### config.mk
export PLATFORM = sky130hd
export DESIGN_NAME = exception_unit_flat
export DESIGN_NICKNAME = d
export VERILOG_FILES = /design/src/rtl/exception_unit_pkg.sv /design/src/rtl/exception_unit_if.sv /design/src/rtl/exception_unit_csr_regfile.sv /design/src/rtl/exception_unit.sv /design/src/flat_wrapper.sv
export SDC_FILE = /design/constraint.sdc
export NUM_CORES = 1
export LEC_CHECK = 0
export CORE_MARGIN = 3
export CORE_UTILIZATION = 50
export DETAILED_ROUTE_END_ITERATION = 6
export PLACE_DENSITY = 0.86
export SLEW_MARGIN = 10
export SYNTH_ARGS = -nofsm -noshare
export SYNTH_HDL_FRONTEND = slang
export SYNTH_SLANG_ARGS = --single-unit
### constraint.sdc
create_clock -name clk -period 2.8 [get_ports clk]
set_input_delay 0.56 -clock clk [delete_from_list [all_inputs] [get_ports clk]]
set_output_delay 0.56 -clock clk [all_outputs]
set_load 0.02 [all_outputs]
### src/rtl/exception_unit_pkg.sv
// exc_pkg: shared CSR addresses, trap causes, state encoding and
// the CSR read-modify-write helper for the exception unit.
package exc_pkg;

  localparam logic [11:0] CSR_MSTATUS = 12'h300;
  localparam logic [11:0] CSR_MIE     = 12'h304;
  localparam logic [11:0] CSR_MTVEC   = 12'h305;
  localparam logic [11:0] CSR_MEPC    = 12'h341;
  localparam logic [11:0] CSR_MCAUSE  = 12'h342;
  localparam logic [11:0] CSR_MTVAL   = 12'h343;
  localparam logic [11:0] CSR_MIP     = 12'h344;
  localparam logic [11:0] CSR_MCYCLE  = 12'hB00;
  localparam logic [11:0] CSR_MCYCLEH = 12'hB80;

  localparam logic [31:0] CAUSE_ILLEGAL  = 32'd2;
  localparam logic [31:0] CAUSE_ECALL_M  = 32'd11;
  localparam logic [31:0] CAUSE_MEXT_INT = 32'h8000_000B;

  localparam int MSTATUS_MIE  = 3;
  localparam int MSTATUS_MPIE = 7;
  localparam int MIE_MEIE     = 11;

  typedef enum logic {
    IDLE  = 1'b0,
    REDIR = 1'b1
  } state_e;

  typedef enum logic [1:0] {
    CSR_NOP   = 2'b00,
    CSR_WRITE = 2'b01,
    CSR_SET   = 2'b10,
    CSR_CLEAR = 2'b11
  } csr_op_e;

  typedef struct packed {
    logic        take;
    logic [31:0] cause;
    logic [31:0] epc;
    logic [31:0] tval;
  } trap_t;

  function automatic logic [31:0] csr_apply(
    csr_op_e     op,
    logic [31:0] old,
    logic [31:0] v
  );
    logic [31:0] r;
    case (op)
      CSR_WRITE: r = v;
      CSR_SET:   r = old | v;
      CSR_CLEAR: r = old & ~v;
      default:   r = old;
    endcase
    return r;
  endfunction

endpackage

### src/rtl/exception_unit_if.sv
// exception_unit_if: WB-stage exception/CSR bundle between the
// pipeline (master) and the exception unit (slave).
interface exception_unit_if;
  logic        inst_valid;
  logic [1:0]  exp_vector;
  logic        mret;
  logic        interrupt;
  logic        csr_rw;
  logic        csr_w_imm_mux;
  logic [2:0]  csr_funct3;
  logic [11:0] csr_addr;
  logic [31:0] rs1_data;
  logic [4:0]  zimm;
  logic [31:0] epc_cur;
  logic [31:0] epc_next;
  logic [31:0] inst_word;
  logic [31:0] csr_rdata;
  logic        redirect_mux;
  logic [31:0] redirect_pc;
  logic        reg_FD_flush;
  logic        reg_DE_flush;
  logic        reg_EM_flush;
  logic        reg_MW_flush;
  logic        RegWrite_cancel;

  modport master (
    output inst_valid, exp_vector, mret, interrupt,
    output csr_rw, csr_w_imm_mux, csr_funct3, csr_addr,
    output rs1_data, zimm, epc_cur, epc_next, inst_word,
    input  csr_rdata, redirect_mux, redirect_pc,
    input  reg_FD_flush, reg_DE_flush, reg_EM_flush,
    input  reg_MW_flush, RegWrite_cancel
  );

  modport slave (
    input  inst_valid, exp_vector, mret, interrupt,
    input  csr_rw, csr_w_imm_mux, csr_funct3, csr_addr,
    input  rs1_data, zimm, epc_cur, epc_next, inst_word,
    output csr_rdata, redirect_mux, redirect_pc,
    output reg_FD_flush, reg_DE_flush, reg_EM_flush,
    output reg_MW_flush, RegWrite_cancel
  );
endinterface

### src/rtl/exception_unit_csr_regfile.sv
// csr_regfile: machine-mode CSR storage, read mux and RMW writes.
// Optional 64-bit mcycle counter when MCYCLE_EN is defined.
module csr_regfile
  import exc_pkg::*;
#(
  parameter logic [31:0] MTVEC_RST = 32'h0000_0000
) (
  input  logic        clk,
  input  logic        rst,
  input  logic [11:0] addr_i,
  input  csr_op_e     op_i,
  input  logic [31:0] wval_i,
  input  logic        csr_en_i,
  input  trap_t       trap_i,
  input  logic        mret_i,
  input  logic        irq_i,
  output logic [31:0] rdata_o,
  output logic        mie_o,
  output logic        meie_o,
  output logic [31:0] mtvec_o,
  output logic [31:0] mepc_o
);

  logic        mie_q;
  logic        mpie_q;
  logic        meie_q;
  logic [31:0] mtvec_q;
  logic [31:0] mepc_q;
  logic [31:0] mcause_q;
  logic [31:0] mtval_q;
  logic [31:0] mstatus_rd;
  logic [31:0] mie_rd;
  logic [31:0] mip_rd;
  logic [31:0] wdata;
  logic        wr_en;
`ifdef MCYCLE_EN
  logic [63:0] mcycle_q;
`endif

  // Architectural views of the sparse status/enable/pending CSRs
  always_comb begin
    mstatus_rd = '0;
    mstatus_rd[MSTATUS_MIE]  = mie_q;
    mstatus_rd[MSTATUS_MPIE] = mpie_q;
    mie_rd = '0;
    mie_rd[MIE_MEIE] = meie_q;
    mip_rd = '0;
    mip_rd[MIE_MEIE] = irq_i;
  end

  // Combinational read of the addressed CSR (old value)
  always_comb begin
    rdata_o = '0;
    case (addr_i)
      CSR_MSTATUS: rdata_o = mstatus_rd;
      CSR_MIE:     rdata_o = mie_rd;
      CSR_MTVEC:   rdata_o = mtvec_q;
      CSR_MEPC:    rdata_o = mepc_q;
      CSR_MCAUSE:  rdata_o = mcause_q;
      CSR_MTVAL:   rdata_o = mtval_q;
      CSR_MIP:     rdata_o = mip_rd;
`ifdef MCYCLE_EN
      CSR_MCYCLE:  rdata_o = mcycle_q[31:0];
      CSR_MCYCLEH: rdata_o = mcycle_q[63:32];
`endif
      default:     rdata_o = '0;
    endcase
  end

  assign wr_en = csr_en_i &&
    ((op_i == CSR_WRITE) ||
     ((op_i == CSR_SET || op_i == CSR_CLEAR) && wval_i != '0));
  assign wdata = csr_apply(op_i, rdata_o, wval_i);

  // Trap entry, MRET and CSR-instruction updates, in that priority
  always_ff @(posedge clk) begin
    if (rst) begin
      mie_q    <= 1'b0;
      mpie_q   <= 1'b0;
      meie_q   <= 1'b0;
      mtvec_q  <= {MTVEC_RST[31:2], 2'b00};
      mepc_q   <= '0;
      mcause_q <= '0;
      mtval_q  <= '0;
    end else if (trap_i.take) begin
      mpie_q   <= mie_q;
      mie_q    <= 1'b0;
      mepc_q   <= trap_i.epc;
      mcause_q <= trap_i.cause;
      mtval_q  <= trap_i.tval;
    end else if (mret_i) begin
      mie_q  <= mpie_q;
      mpie_q <= 1'b1;
    end else if (wr_en) begin
      case (addr_i)
        CSR_MSTATUS: begin
          mie_q  <= wdata[MSTATUS_MIE];
          mpie_q <= wdata[MSTATUS_MPIE];
        end
        CSR_MIE:    meie_q   <= wdata[MIE_MEIE];
        CSR_MTVEC:  mtvec_q  <= {wdata[31:2], 2'b00};
        CSR_MEPC:   mepc_q   <= wdata;
        CSR_MCAUSE: mcause_q <= wdata;
        CSR_MTVAL:  mtval_q  <= wdata;
        default: ;
      endcase
    end
  end

`ifdef MCYCLE_EN
  // Free-running cycle counter; a CSR write to a half wins that cycle
  always_ff @(posedge clk) begin
    if (rst) begin
      mcycle_q <= '0;
    end else if (wr_en && addr_i == CSR_MCYCLE) begin
      mcycle_q <= {mcycle_q[63:32], wdata};
    end else if (wr_en && addr_i == CSR_MCYCLEH) begin
      mcycle_q <= {wdata, mcycle_q[31:0]};
    end else begin
      mcycle_q <= mcycle_q + 64'd1;
    end
  end
`endif

  assign mie_o   = mie_q;
  assign meie_o  = meie_q;
  assign mtvec_o = mtvec_q;
  assign mepc_o  = mepc_q;

endmodule

### src/rtl/exception_unit.sv
// exception_unit: MEM/WB trap/MRET/CSR handling, flush and redirect.
// Optional mcycle CSR pair enabled by defining MCYCLE_EN.
module exception_unit
  import exc_pkg::*;
#(
  parameter logic [31:0] MTVEC_RST = 32'h0000_0000,
  parameter int          XLEN      = 32
) (
  input  logic             clk,
  input  logic             rst,
  exception_unit_if.slave  bus
);

  state_e            state_q;
  logic [XLEN-1:0]   tgt_q;
  logic              idle_v;
  logic              ill;
  logic              ecall;
  logic              irq;
  logic              trap_go;
  logic              mret_go;
  logic              csr_go;
  logic              ev;
  logic              redir;
  logic              mie_b;
  logic              meie_b;
  logic [XLEN-1:0]   mtvec;
  logic [XLEN-1:0]   mepc;
  logic [XLEN-1:0]   op_val;
  csr_op_e           op_kind;
  trap_t             trap;
  logic              unused_ok;

  assign idle_v  = (state_q == IDLE) && bus.inst_valid;
  assign ill     = idle_v && bus.exp_vector[1];
  assign ecall   = idle_v && !bus.exp_vector[1] &&
                   bus.exp_vector[0];
  assign irq     = idle_v && (bus.exp_vector == 2'b00) &&
                   bus.interrupt && mie_b && meie_b;
  assign trap_go = ill || ecall || irq;
  assign mret_go = idle_v && !trap_go && bus.mret;
  assign csr_go  = idle_v && !trap_go && !bus.mret &&
                   bus.csr_rw;

  // Cause, return address and trap value for the winning trap
  always_comb begin
    trap.take  = trap_go;
    trap.cause = '0;
    trap.epc   = bus.epc_cur;
    trap.tval  = '0;
    unique case (1'b1)
      ill: begin
        trap.cause = CAUSE_ILLEGAL;
        trap.tval  = bus.inst_word;
      end
      ecall: trap.cause = CAUSE_ECALL_M;
      irq: begin
        trap.cause = CAUSE_MEXT_INT;
        trap.epc   = bus.epc_next;
      end
      default: ;
    endcase
  end

  assign op_kind   = csr_op_e'(bus.csr_funct3[1:0]);
  assign op_val    = bus.csr_w_imm_mux ?
                     {27'b0, bus.zimm} : bus.rs1_data;
  assign unused_ok = bus.csr_funct3[2];

  csr_regfile #(
    .MTVEC_RST (MTVEC_RST)
  ) u_csr (
    .clk      (clk),
    .rst      (rst),
    .addr_i   (bus.csr_addr),
    .op_i     (op_kind),
    .wval_i   (op_val),
    .csr_en_i (csr_go),
    .trap_i   (trap),
    .mret_i   (mret_go),
    .irq_i    (bus.interrupt),
    .rdata_o  (bus.csr_rdata),
    .mie_o    (mie_b),
    .meie_o   (meie_b),
    .mtvec_o  (mtvec),
    .mepc_o   (mepc)
  );

  // Two-state redirect FSM; target latched on trap or MRET
  always_ff @(posedge clk) begin
    if (rst) begin
      state_q <= IDLE;
      tgt_q   <= '0;
    end else begin
      unique case (state_q)
        IDLE: begin
          if (trap_go) begin
            state_q <= REDIR;
            tgt_q   <= mtvec;
          end else if (mret_go) begin
            state_q <= REDIR;
            tgt_q   <= mepc;
          end
        end
        REDIR:   state_q <= IDLE;
        default: state_q <= IDLE;
      endcase
    end
  end

  assign ev    = trap_go || mret_go;
  assign redir = (state_q == REDIR);

  assign bus.redirect_mux    = redir;
  assign bus.redirect_pc     = redir ? tgt_q : '0;
  assign bus.reg_FD_flush    = ev || redir;
  assign bus.reg_DE_flush    = ev || redir;
  assign bus.reg_EM_flush    = ev || redir;
  assign bus.reg_MW_flush    = ev;
  assign bus.RegWrite_cancel = ill || ecall;

endmodule

### src/flat_wrapper.sv
// flat-port wrapper written by rule: the top's interface ports become plain ports
module exception_unit_flat import exc_pkg::*;
#(
  parameter logic [31:0] MTVEC_RST = 32'h0000_0000,
  parameter int          XLEN      = 32
)
  (clk, rst, bus_inst_valid, bus_exp_vector, bus_mret, bus_interrupt, bus_csr_rw, bus_csr_w_imm_mux, bus_csr_funct3, bus_csr_addr, bus_rs1_data, bus_zimm, bus_epc_cur, bus_epc_next, bus_inst_word, bus_csr_rdata, bus_redirect_mux, bus_redirect_pc, bus_reg_FD_flush, bus_reg_DE_flush, bus_reg_EM_flush, bus_reg_MW_flush, bus_RegWrite_cancel);
  exception_unit_if bus_i ();
  input  logic clk;
  input  logic rst;
  input wire logic [$bits(bus_i.inst_valid)-1:0] bus_inst_valid;
  input wire logic [$bits(bus_i.exp_vector)-1:0] bus_exp_vector;
  input wire logic [$bits(bus_i.mret)-1:0] bus_mret;
  input wire logic [$bits(bus_i.interrupt)-1:0] bus_interrupt;
  input wire logic [$bits(bus_i.csr_rw)-1:0] bus_csr_rw;
  input wire logic [$bits(bus_i.csr_w_imm_mux)-1:0] bus_csr_w_imm_mux;
  input wire logic [$bits(bus_i.csr_funct3)-1:0] bus_csr_funct3;
  input wire logic [$bits(bus_i.csr_addr)-1:0] bus_csr_addr;
  input wire logic [$bits(bus_i.rs1_data)-1:0] bus_rs1_data;
  input wire logic [$bits(bus_i.zimm)-1:0] bus_zimm;
  input wire logic [$bits(bus_i.epc_cur)-1:0] bus_epc_cur;
  input wire logic [$bits(bus_i.epc_next)-1:0] bus_epc_next;
  input wire logic [$bits(bus_i.inst_word)-1:0] bus_inst_word;
  output wire logic [$bits(bus_i.csr_rdata)-1:0] bus_csr_rdata;
  output wire logic [$bits(bus_i.redirect_mux)-1:0] bus_redirect_mux;
  output wire logic [$bits(bus_i.redirect_pc)-1:0] bus_redirect_pc;
  output wire logic [$bits(bus_i.reg_FD_flush)-1:0] bus_reg_FD_flush;
  output wire logic [$bits(bus_i.reg_DE_flush)-1:0] bus_reg_DE_flush;
  output wire logic [$bits(bus_i.reg_EM_flush)-1:0] bus_reg_EM_flush;
  output wire logic [$bits(bus_i.reg_MW_flush)-1:0] bus_reg_MW_flush;
  output wire logic [$bits(bus_i.RegWrite_cancel)-1:0] bus_RegWrite_cancel;
  assign bus_i.inst_valid = bus_inst_valid;
  assign bus_i.exp_vector = bus_exp_vector;
  assign bus_i.mret = bus_mret;
  assign bus_i.interrupt = bus_interrupt;
  assign bus_i.csr_rw = bus_csr_rw;
  assign bus_i.csr_w_imm_mux = bus_csr_w_imm_mux;
  assign bus_i.csr_funct3 = bus_csr_funct3;
  assign bus_i.csr_addr = bus_csr_addr;
  assign bus_i.rs1_data = bus_rs1_data;
  assign bus_i.zimm = bus_zimm;
  assign bus_i.epc_cur = bus_epc_cur;
  assign bus_i.epc_next = bus_epc_next;
  assign bus_i.inst_word = bus_inst_word;
  assign bus_csr_rdata = bus_i.csr_rdata;
  assign bus_redirect_mux = bus_i.redirect_mux;
  assign bus_redirect_pc = bus_i.redirect_pc;
  assign bus_reg_FD_flush = bus_i.reg_FD_flush;
  assign bus_reg_DE_flush = bus_i.reg_DE_flush;
  assign bus_reg_EM_flush = bus_i.reg_EM_flush;
  assign bus_reg_MW_flush = bus_i.reg_MW_flush;
  assign bus_RegWrite_cancel = bus_i.RegWrite_cancel;
  exception_unit #(.MTVEC_RST(MTVEC_RST), .XLEN(XLEN)) u_core (.clk(clk), .rst(rst), .bus(bus_i));
endmodule
==> results.md, run 1 <==
- Critical path type: input port to output port
- Worst-Skew Late Latency: 0.44 ns
- Crit-path cells: clkdlybuf4s15_1 > or3_4 > buf_4 > or4_1 > nand3_1 > buf_4
- First-pass GRT wire length: 59900 µm
- Crit path depth: 6
- Nets@finish: 1682
- DR DRC count: 9
- CTS tree: done
- Post-synthesis cell area: 9540 µm²
- CTS max path bufs: 2
- Skew final: 0.0123 ns
- Avg Synthesized Cell Area: 7.99 µm²
- P&R area growth vs syn: 48.2%
- Worst Tran Pin Value: 0.710 ns
- Post-DP Area: 13300 µm²
- CORE AREA: 18300 µm²
- Syn nets: 1351
- Status: finished with violations
- EDFF count, synth: 0
- CP bufs+invs: 3
- Hold crit path type: flop to flop
- Final hold vios: 0
- Initial DRC count: 1872
- Critical Path RT: 2.24 ns
- Final period util: 0.988
- Drt pass-1 iters: 7
- Critical Path Source Type: input port
- Routed vias/inst: 6.48
- Worst path top cell family by delay: simple AND/OR/NAND/NOR gates
- Slowest cell on the critical path: or4_1
- Minimum clock period: 2.77 ns
- Maximum clock rate: 361 MHz
- Die height: 144 µm
- Tot Pwr: 0.00622 W
- Async S/R FF share, synth: 0
- Syn. warnings: 0
- Slowest stage delay, CP: 0.55 ns
- Die ar.: 20800 µm²
- Vias in the first global route: 11000
- Placer Congestion: 0.973
- Antenna violations before repair: 1
- Chip width: 144 µm
- Final ANT Viol Nets: 0
- Drt wl/cell: 22.6 µm
- Yosys reg bits: 162
- Sink Count: 162
- Leakage power: 5.50 nW
- HPWL Detailed: 27800 µm
- CTS Root Cell: clkbuf_16
- Worst vdd ir: 0.000361 V
- CP Max Fanout: 6
- Register area share after synthesis: 0.340
- Hold path depth: 2
- Port-buffer cells: 225
- Total number of vias: 11500
- Failing checks: DRC
- Row cnt: 49
- TNS Setup: 0 ns
- Cts hold-fix bufs: 0
- # Max-Cap Violations: 0
- Final count of pins violating max slew: 0
- Synth Instances: 1194
- Worst Hold Margin: 0.455 ns
- Total global-route track usage: 0.369
- Top FF cell, synth: dfxtp_1
- CTS Buf Count: 17
- Num ports: 227
- R2R depth: 7
- Power density cells: 440 nW/µm²
- Total Wirelength: 39900 µm
- Synth cell types: 71
- Final Setup Violations: 0
- Critical path capture point type: output port
- Slew HR: 0.526
- Cell area after layout: 14100 µm²
- Layout cell share with drive strength beyond 1: 0.222
- H-tree depth: 4
- Largest net degree at the start of global routing: 133
- Critical Path AT: 2.21 ns
- Initial core utilization: 0.521
- Crit path top cell by count: buf_4
- Total gr overflow: 0
- CTS clk-pin slew, worst paths: 0.07 ns
timing repair:
item	CTS	global route
gates resized for setup	174	45
setup buffers	9	4
gates cloned	3	0
pin swaps	9	8
endpoints found under the setup margin	41	31
logic make-up after synthesis:
| kind of cell | after synthesis | synth area share |
|---|---|---|
| mux | 76 | 0.0835 |
| xor+xnor | 28 | 0.0257 |
| simple gates | 503 | 0.260 |
| buf+inv | 122 | 0.0530 |
| compound gates | 303 | 0.238 |
| flops | 162 | 0.340 |
worst reg2reg max path, stage by stage, from the launching register on:
cell,delay [ns]
dfxtp_1,0.33
buf_4,0.16
a311o_1,0.34
or4_1,0.63
o31a_1,0.42
and2_4,0.33
nor3_1,0.20
nor3_1,0.07
stage by stage:
stage,utilization,worst slack [ns],cells
2_1_floorplan,-,0.205,1194
3_3_place_gp,0.723,-0.731,1719
3_5_place_dp,0.723,-0.750,1719
4_1_cts,0.764,0.00603,1763
5_1_grt,0.771,-0.0104,1768
6_report,0.771,0.0330,1768
placed cells by master (no fill, tap or decap), types with 8 or more instances in the layout:
cell type        netlist  final
a311oi_1              29     29
buf_12                 0     22
nand4_1               23     23
nor2_1               121    121
xnor2_1               28     28
mux2i_1               47     47
inv_1                 12     12
a22oi_1               31     31
nand2_1              145    140
nor4_1                11     10
nand2b_1              13     13
a21oi_1               58     57
a221o_1                8      8
a221oi_1              19     18
dlygate4sd2_1          0     11
buf_4                  3    179
clkdlybuf4s50_1        0    174
mux2_2                29     29
clkbuf_16              0     17
buf_2                 17     17
buf_6                  2     11
or4_1                  9      9
and2_1                44     43
nor3_1                24     22
a211oi_1              50     50
a22o_1                25     21
dfxtp_1              162    162
nand3_1               50     49
a2bb2oi_1             10     10
o21ai_0               20     19
nor2b_1               29     29
sequential cells by signal (all words and copies together), names as in the netlist:
signal                   count
u_core.bus.redirect_mux      1
u_core.u_csr.mie_o           1
u_core.u_csr.mtvec_o        30
u_core.u_csr.mcause_q       32
u_core.u_csr.mepc_o         32
u_core.u_csr.meie_o          1
u_core.u_csr.mpie_q          1
u_core.tgt_q                32
u_core.u_csr.mtval_q        32
area by class of cell:
type,instances,area [µm²]
Tap cell,229,287
Multi-Input combinational cell,910,6030
Clock inverter,14,153
Sequential cell,162,3240
Inverter,12,45.0
Antenna cell,1,2.50
Timing Repair Buffer,422,3950
Fill cell,1245,4190
Clock buffer,18,429
per-layer routing:
metal | track usage | wire [µm]
met1 | 0.477 | 15100
met2 | 0.600 | 18400
met3 | 0.0655 | 4500
met4 | 0.174 | 1860
met5 | 0 | 0
cell usage after synthesis, types with 9 or more instances:
cell / count / share of area
dfxtp_1: 162 / 0.34
nand2_1: 145 / 0.057
nor2_1: 121 / 0.048
clkbuf_1: 76 / 0.030
a21oi_1: 58 / 0.030
a211oi_1: 50 / 0.039
nand3_1: 50 / 0.026
mux2i_1: 47 / 0.049
and2_1: 44 / 0.029
a22oi_1: 31 / 0.024
a311oi_1: 29 / 0.027
mux2_2: 29 / 0.034
nor2b_1: 29 / 0.019
xnor2_1: 28 / 0.026
a22o_1: 25 / 0.023
nor3_1: 24 / 0.013
nand4_1: 23 / 0.015
o21ai_0: 20 / 0.010
a221oi_1: 19 / 0.017
buf_2: 17 / 0.0089
nand2b_1: 13 / 0.0085
buf_1: 12 / 0.0047
inv_1: 12 / 0.0047
nor4_1: 11 / 0.0072
a2bb2oi_1: 10 / 0.0092
or4_1: 9 / 0.0071
power breakdown:
group	switching (W)	total, W	internal [W]
Clock	0.00104	0.00237	0.00133
Sequential	0.0000801	0.00250	0.00242
Combinational	0.000695	0.00135	0.000655
worst paths after layout:
path / to / slack, ns / start
setup / recovery: bus_csr_rdata[15] / 0.03 / bus_csr_addr[5]
hold / removal: u_core.u_csr.mcause_q[24] / 0.46 / u_core.u_csr.mcause_q[24]
setup reg to reg: u_core.u_csr.mcause_q[1] / 0.18 / u_core.u_csr.mie_o
hold reg to reg: u_core.u_csr.mcause_q[24] / 0.46 / u_core.u_csr.mcause_q[24]
Power figures use the tool's default switching activity.
==> run 2, diff against run 1 <==
--- a/config.mk
+++ b/config.mk
@@ -9,6 +9,7 @@
 export CORE_UTILIZATION = 50
 export DETAILED_ROUTE_END_ITERATION = 6
 export PLACE_DENSITY = 0.86
+export SETUP_SLACK_MARGIN = 0.5
 export SLEW_MARGIN = 10
 export SYNTH_ARGS = -nofsm -noshare
 export SYNTH_HDL_FRONTEND = slang
==> run 2 against run 1 <==
Against the previous run:
- the run now fails in 5_1_grt
- synthesized area is the same
- synthesized cell count is the same
==> results.md, run 2 <==
- Status: stopped before the end
- Exit stage: 5_1_grt
- Stop Error: [ERROR DPL-0038] Utilization greater than 100%, impossible to legalize
- Commonest cells post-synth: dfxtp_1 (162), nand2_1 (145), nor2_1 (121)
- Avg Synthesized Cell Area: 7.99 µm² (unchanged)
- Register area share after synthesis: 0.340 (unchanged)
- Synth cell types: 71 (unchanged)
- CTS Root Cell: clkbuf_16
- Post-synthesis cell area: 9540 µm² (unchanged)
- CTS max path bufs: 2 (unchanged)
- Top post-synthesis cells by area: dfxtp_1 (34%), nand2_1 (5.7%), mux2i_1 (4.9%)
- Row cnt: 49 (unchanged)
- Synth Instances: 1194 (unchanged)
- Yosys reg bits: 162 (unchanged)
- Initial core utilization: 0.521 (unchanged)
- HPWL Detailed: 27900 µm (+0.21%)
- Adder and majority cell fraction of the synthesized area: 0 (unchanged)
- H-tree depth: 4 (unchanged)
- Placer Congestion: 1.02 (+4.4%)
- Syn. warnings: 0 (unchanged)
- Worst EP Category: output port
- Synth area leader: dfxtp_1
- Top FF cell, synth: dfxtp_1
- Most common cell in the netlist: dfxtp_1
- Compound-Gate Fraction of Synth Area: 0.238 (unchanged)
- Post-DP Area: 13600 µm² (+2.9%)
- Worst setup endpoint GRT: bus_csr_rdata[11]
- Area share of xor/xnor cells in the synthesized design: 0.0257 (unchanged)
- Chip width: 144 µm (unchanged)
- Syn nets: 1351 (unchanged)
- Placed cell count: 1699 (-1.2%)
- Cts hold-fix bufs: 0 (unchanged)
- EDFF count, synth: 0 (unchanged)
- Sink Count: 162 (unchanged)
- Simple-Gate Fraction of Synth Area: 0.260 (unchanged)
- Post-synthesis mux area share: 0.0835 (unchanged)
- Largest family of logic cells by synthesized area: simple AND/OR/NAND/NOR gates
- Async S/R FF share, synth: 0 (unchanged)
- Largest net degree at the start of global routing: 129
- Die height: 144 µm (unchanged)
- Port-buffer cells: 225 (unchanged)
- Post-synth top area share: 0.340 (unchanged)
- Num ports: 227 (unchanged)
- CTS Buf Count: 17 (unchanged)
[run 2: cell counts after synthesis]
Identical to the previous run, type by type.
[run 2: cells by family after synthesis]
family / count (synthesis)
flops: 162
compound gates: 303
xor+xnor: 28
simple gates: 503
buf+inv: 122
mux: 76
[run 2: stage by stage]
stage | hold WS, ns | setup WS (ns) | TNS, ns
floorplan | 0.429 | 0.226 | 0
global placement | 0.435 | -0.641 | -38.13
detailed placement | 0.442 | -0.679 | -47.12
CTS | 0.451 | 0.156 | 0
[run 2: timing repair]
item | in CTS
setup buffers | 73
pin swaps | 106
endpoints found under the setup margin | 199
gates cloned | 16
resized for setup | 497
==> run 3, diff against run 2 <==
--- a/config.mk
+++ b/config.mk
@@ -6,10 +6,9 @@
 export NUM_CORES = 1
 export LEC_CHECK = 0
 export CORE_MARGIN = 3
-export CORE_UTILIZATION = 50
+export CORE_UTILIZATION = 35
 export DETAILED_ROUTE_END_ITERATION = 6
-export PLACE_DENSITY = 0.86
-export SETUP_SLACK_MARGIN = 0.5
+export PLACE_DENSITY_LB_ADDON = 0.15
 export SLEW_MARGIN = 10
 export SYNTH_ARGS = -nofsm -noshare
 export SYNTH_HDL_FRONTEND = slang
==> run 3 against run 2 <==
Against the previous run:
- the run now ends clean
==> results.md, run 3 (synthesis gave the netlist of run 1 again) <==
- Nets@finish: 1681
- DR top layer: met4
- Initial core utilization: 0.361 (-0.160)
- Reg power frac: 0.399
- CTS tree: done
- Chip width: 171 µm (+19%)
- Reg2reg start: u_core.u_csr.mie_o
- CTS max path bufs: 2 (unchanged)
- Critical path capture point type: output port
- CTS clk-pin slew, worst paths: 0.06 ns
- Hold crit path type: flop to flop
- Internal power: 0.00443 W
- H-tree depth: 4 (unchanged)
- Critical Path AT: 2.21 ns
- Final Setup Violations: 0
- Antenna violations before repair: 0
- Total Wirelength: 40500 µm
- Final period util: 0.988
- Status: complete, no violations
- Worst Tran Pin Value: 0.627 ns
- Sink Count: 162 (unchanged)
- Die ar.: 29300 µm²
- CTS Buf Count: 17 (unchanged)
- Drt wl/cell: 21.6 µm
- CP Max Fanout: 6
- Total number of vias: 10700
- Skew final: 0.0122 ns
- HPWL Detailed: 28800 µm (+3.1%)
- Final ANT Viol Nets: 0
- P&R area growth vs syn: 50.2%
- Most common cell after layout, fill and taps aside: buf_4
- Routed wl met2: 18600 µm
- WL met3: 2860 µm
- Placer Congestion: 0.904 (-11%)
- DRT met1 WL: 18300 µm
- Crit path from: bus_csr_addr[4]
- Placed cell count: 1825 (+7.4%)
- Initial DRC count: 1031
- Minimum clock period: 2.77 ns
- Final hold vios: 0
- Worst Hold Margin: 0.453 ns
- CORE AREA: 26400 µm²
- Port-buffer cells: 225 (unchanged)
- Leakage power: 5.50 nW
- Largest net degree at the start of global routing: 101
- Gate power share: 0.213
- Cell Count, Final, Fillers Out: 1871
- Hold path depth: 2
- Routed vias/inst: 5.70
- Row cnt: 59 (+20%)
- Die height: 171 µm (+19%)
- Final count of pins violating max slew: 0
- P_sw: 0.00183 W
- Switching share of power: 0.292
- Critical Path Source Type: input port
- Critical path type: input port to output port
- # Max-Cap Violations: 0
- Layout cell share with drive strength beyond 1: 0.227
- Hold_sp: u_core.u_csr.mcause_q[18]
- Total gr overflow: 0
- DR DRC count: 0
- First-pass GRT wire length: 61500 µm
- Total global-route track usage: 0.271
- R2R depth: 7
- Critical Path RT: 2.24 ns
- Slew HR: 0.582
- Worst vdd ir: 0.000377 V
- CTS Root Cell: clkbuf_16
- Number of diodes: 0
- Worst-Skew Late Latency: 0.43 ns
- Drt pass-1 iters: 6
- Most frequent cells in the layout: buf_4 (176), clkdlybuf4s50_1 (174), dfxtp_1 (162)
- Maximum clock rate: 362 MHz
- Num ports: 227 (unchanged)
- Power density cells: 437 nW/µm²
- Vias in the first global route: 10500
- Clock network power share: 0.387
## run 3: path summary, 6_finish.rpt
path	slack (ns)	to
setup / recovery	0.03	bus_csr_rdata[4]
hold reg to reg	0.45	u_core.u_csr.mcause_q[18]
setup reg to reg	0.18	u_core.u_csr.mcause_q[1]
hold / removal	0.45	u_core.u_csr.mcause_q[18]
## run 3: metal layers
| metal | global-route usage | vias up |
|---|---|---|
| li1 | - | 5066 |
| met2 | 0.443 | 471 |
| met5 | 0 | - |
| met4 | 0.0749 | 0 |
| met3 | 0.0377 | 37 |
| met1 | 0.377 | 5093 |
## run 3: worst max-delay path, cell delays in order
cell and delay (ns):
clkdlybuf4s15_2 0.20, or4b_4 0.58, buf_6 0.16, nor3_2 0.13, buf_4 0.17, nand2_1 0.06, nand2_1 0.14, buf_2 0.19
## run 3: power groups by stage
| stage | clock network (W) | logic, W | registers (W) |
|---|---|---|---|
| after floorplan | 0 | 0.000644 | 0.00252 |
| after global placement | 0 | 0.00129 | 0.00255 |
| after detailed placement | 0 | 0.00131 | 0.00255 |
| after CTS | 0.00245 | 0.00133 | 0.00250 |
| after global routing | 0.00253 | 0.00144 | 0.00251 |
| final | 0.00242 | 0.00134 | 0.00250 |
## run 3: through the flow
stage	power [W]	cell area, µm²	setup WS, ns	setup TNS (ns)	util
final	0.00626	14300	0.0348	0	0.542
after global routing	0.00648	14300	-0.00725	-0.00725	0.542
after CTS	0.00627	14300	-0.0434	-0.103	0.541
after detailed placement	0.00386	13400	-0.853	-60.93	0.508
after global placement	0.00384	13400	-0.870	-58.04	0.508
after floorplan	0.00317	9540	0.205	0	-
## run 3: what timing repair did
| action | CTS | global route |
|---|---|---|
| cloned | 3 | 0 |
| hold buffers | 0 | 0 |
| setup endpoints to repair | 38 | 27 |
| setup buffers | 11 | 2 |
| pin swaps | 13 | 9 |
| resized for setup | 211 | 25 |
| hold endpoints to repair | 0 | 0 |
## run 3: layout make-up
cell class / instances / area (µm²)
inverters: 12 / 45.0
flip-flops and latches: 162 / 3240
clock inverters: 13 / 151
clock buffers: 18 / 439
multi-input cells: 910 / 6030
fillers: 2511 / 12100
repair buffers: 421 / 4000
well taps: 335 / 419
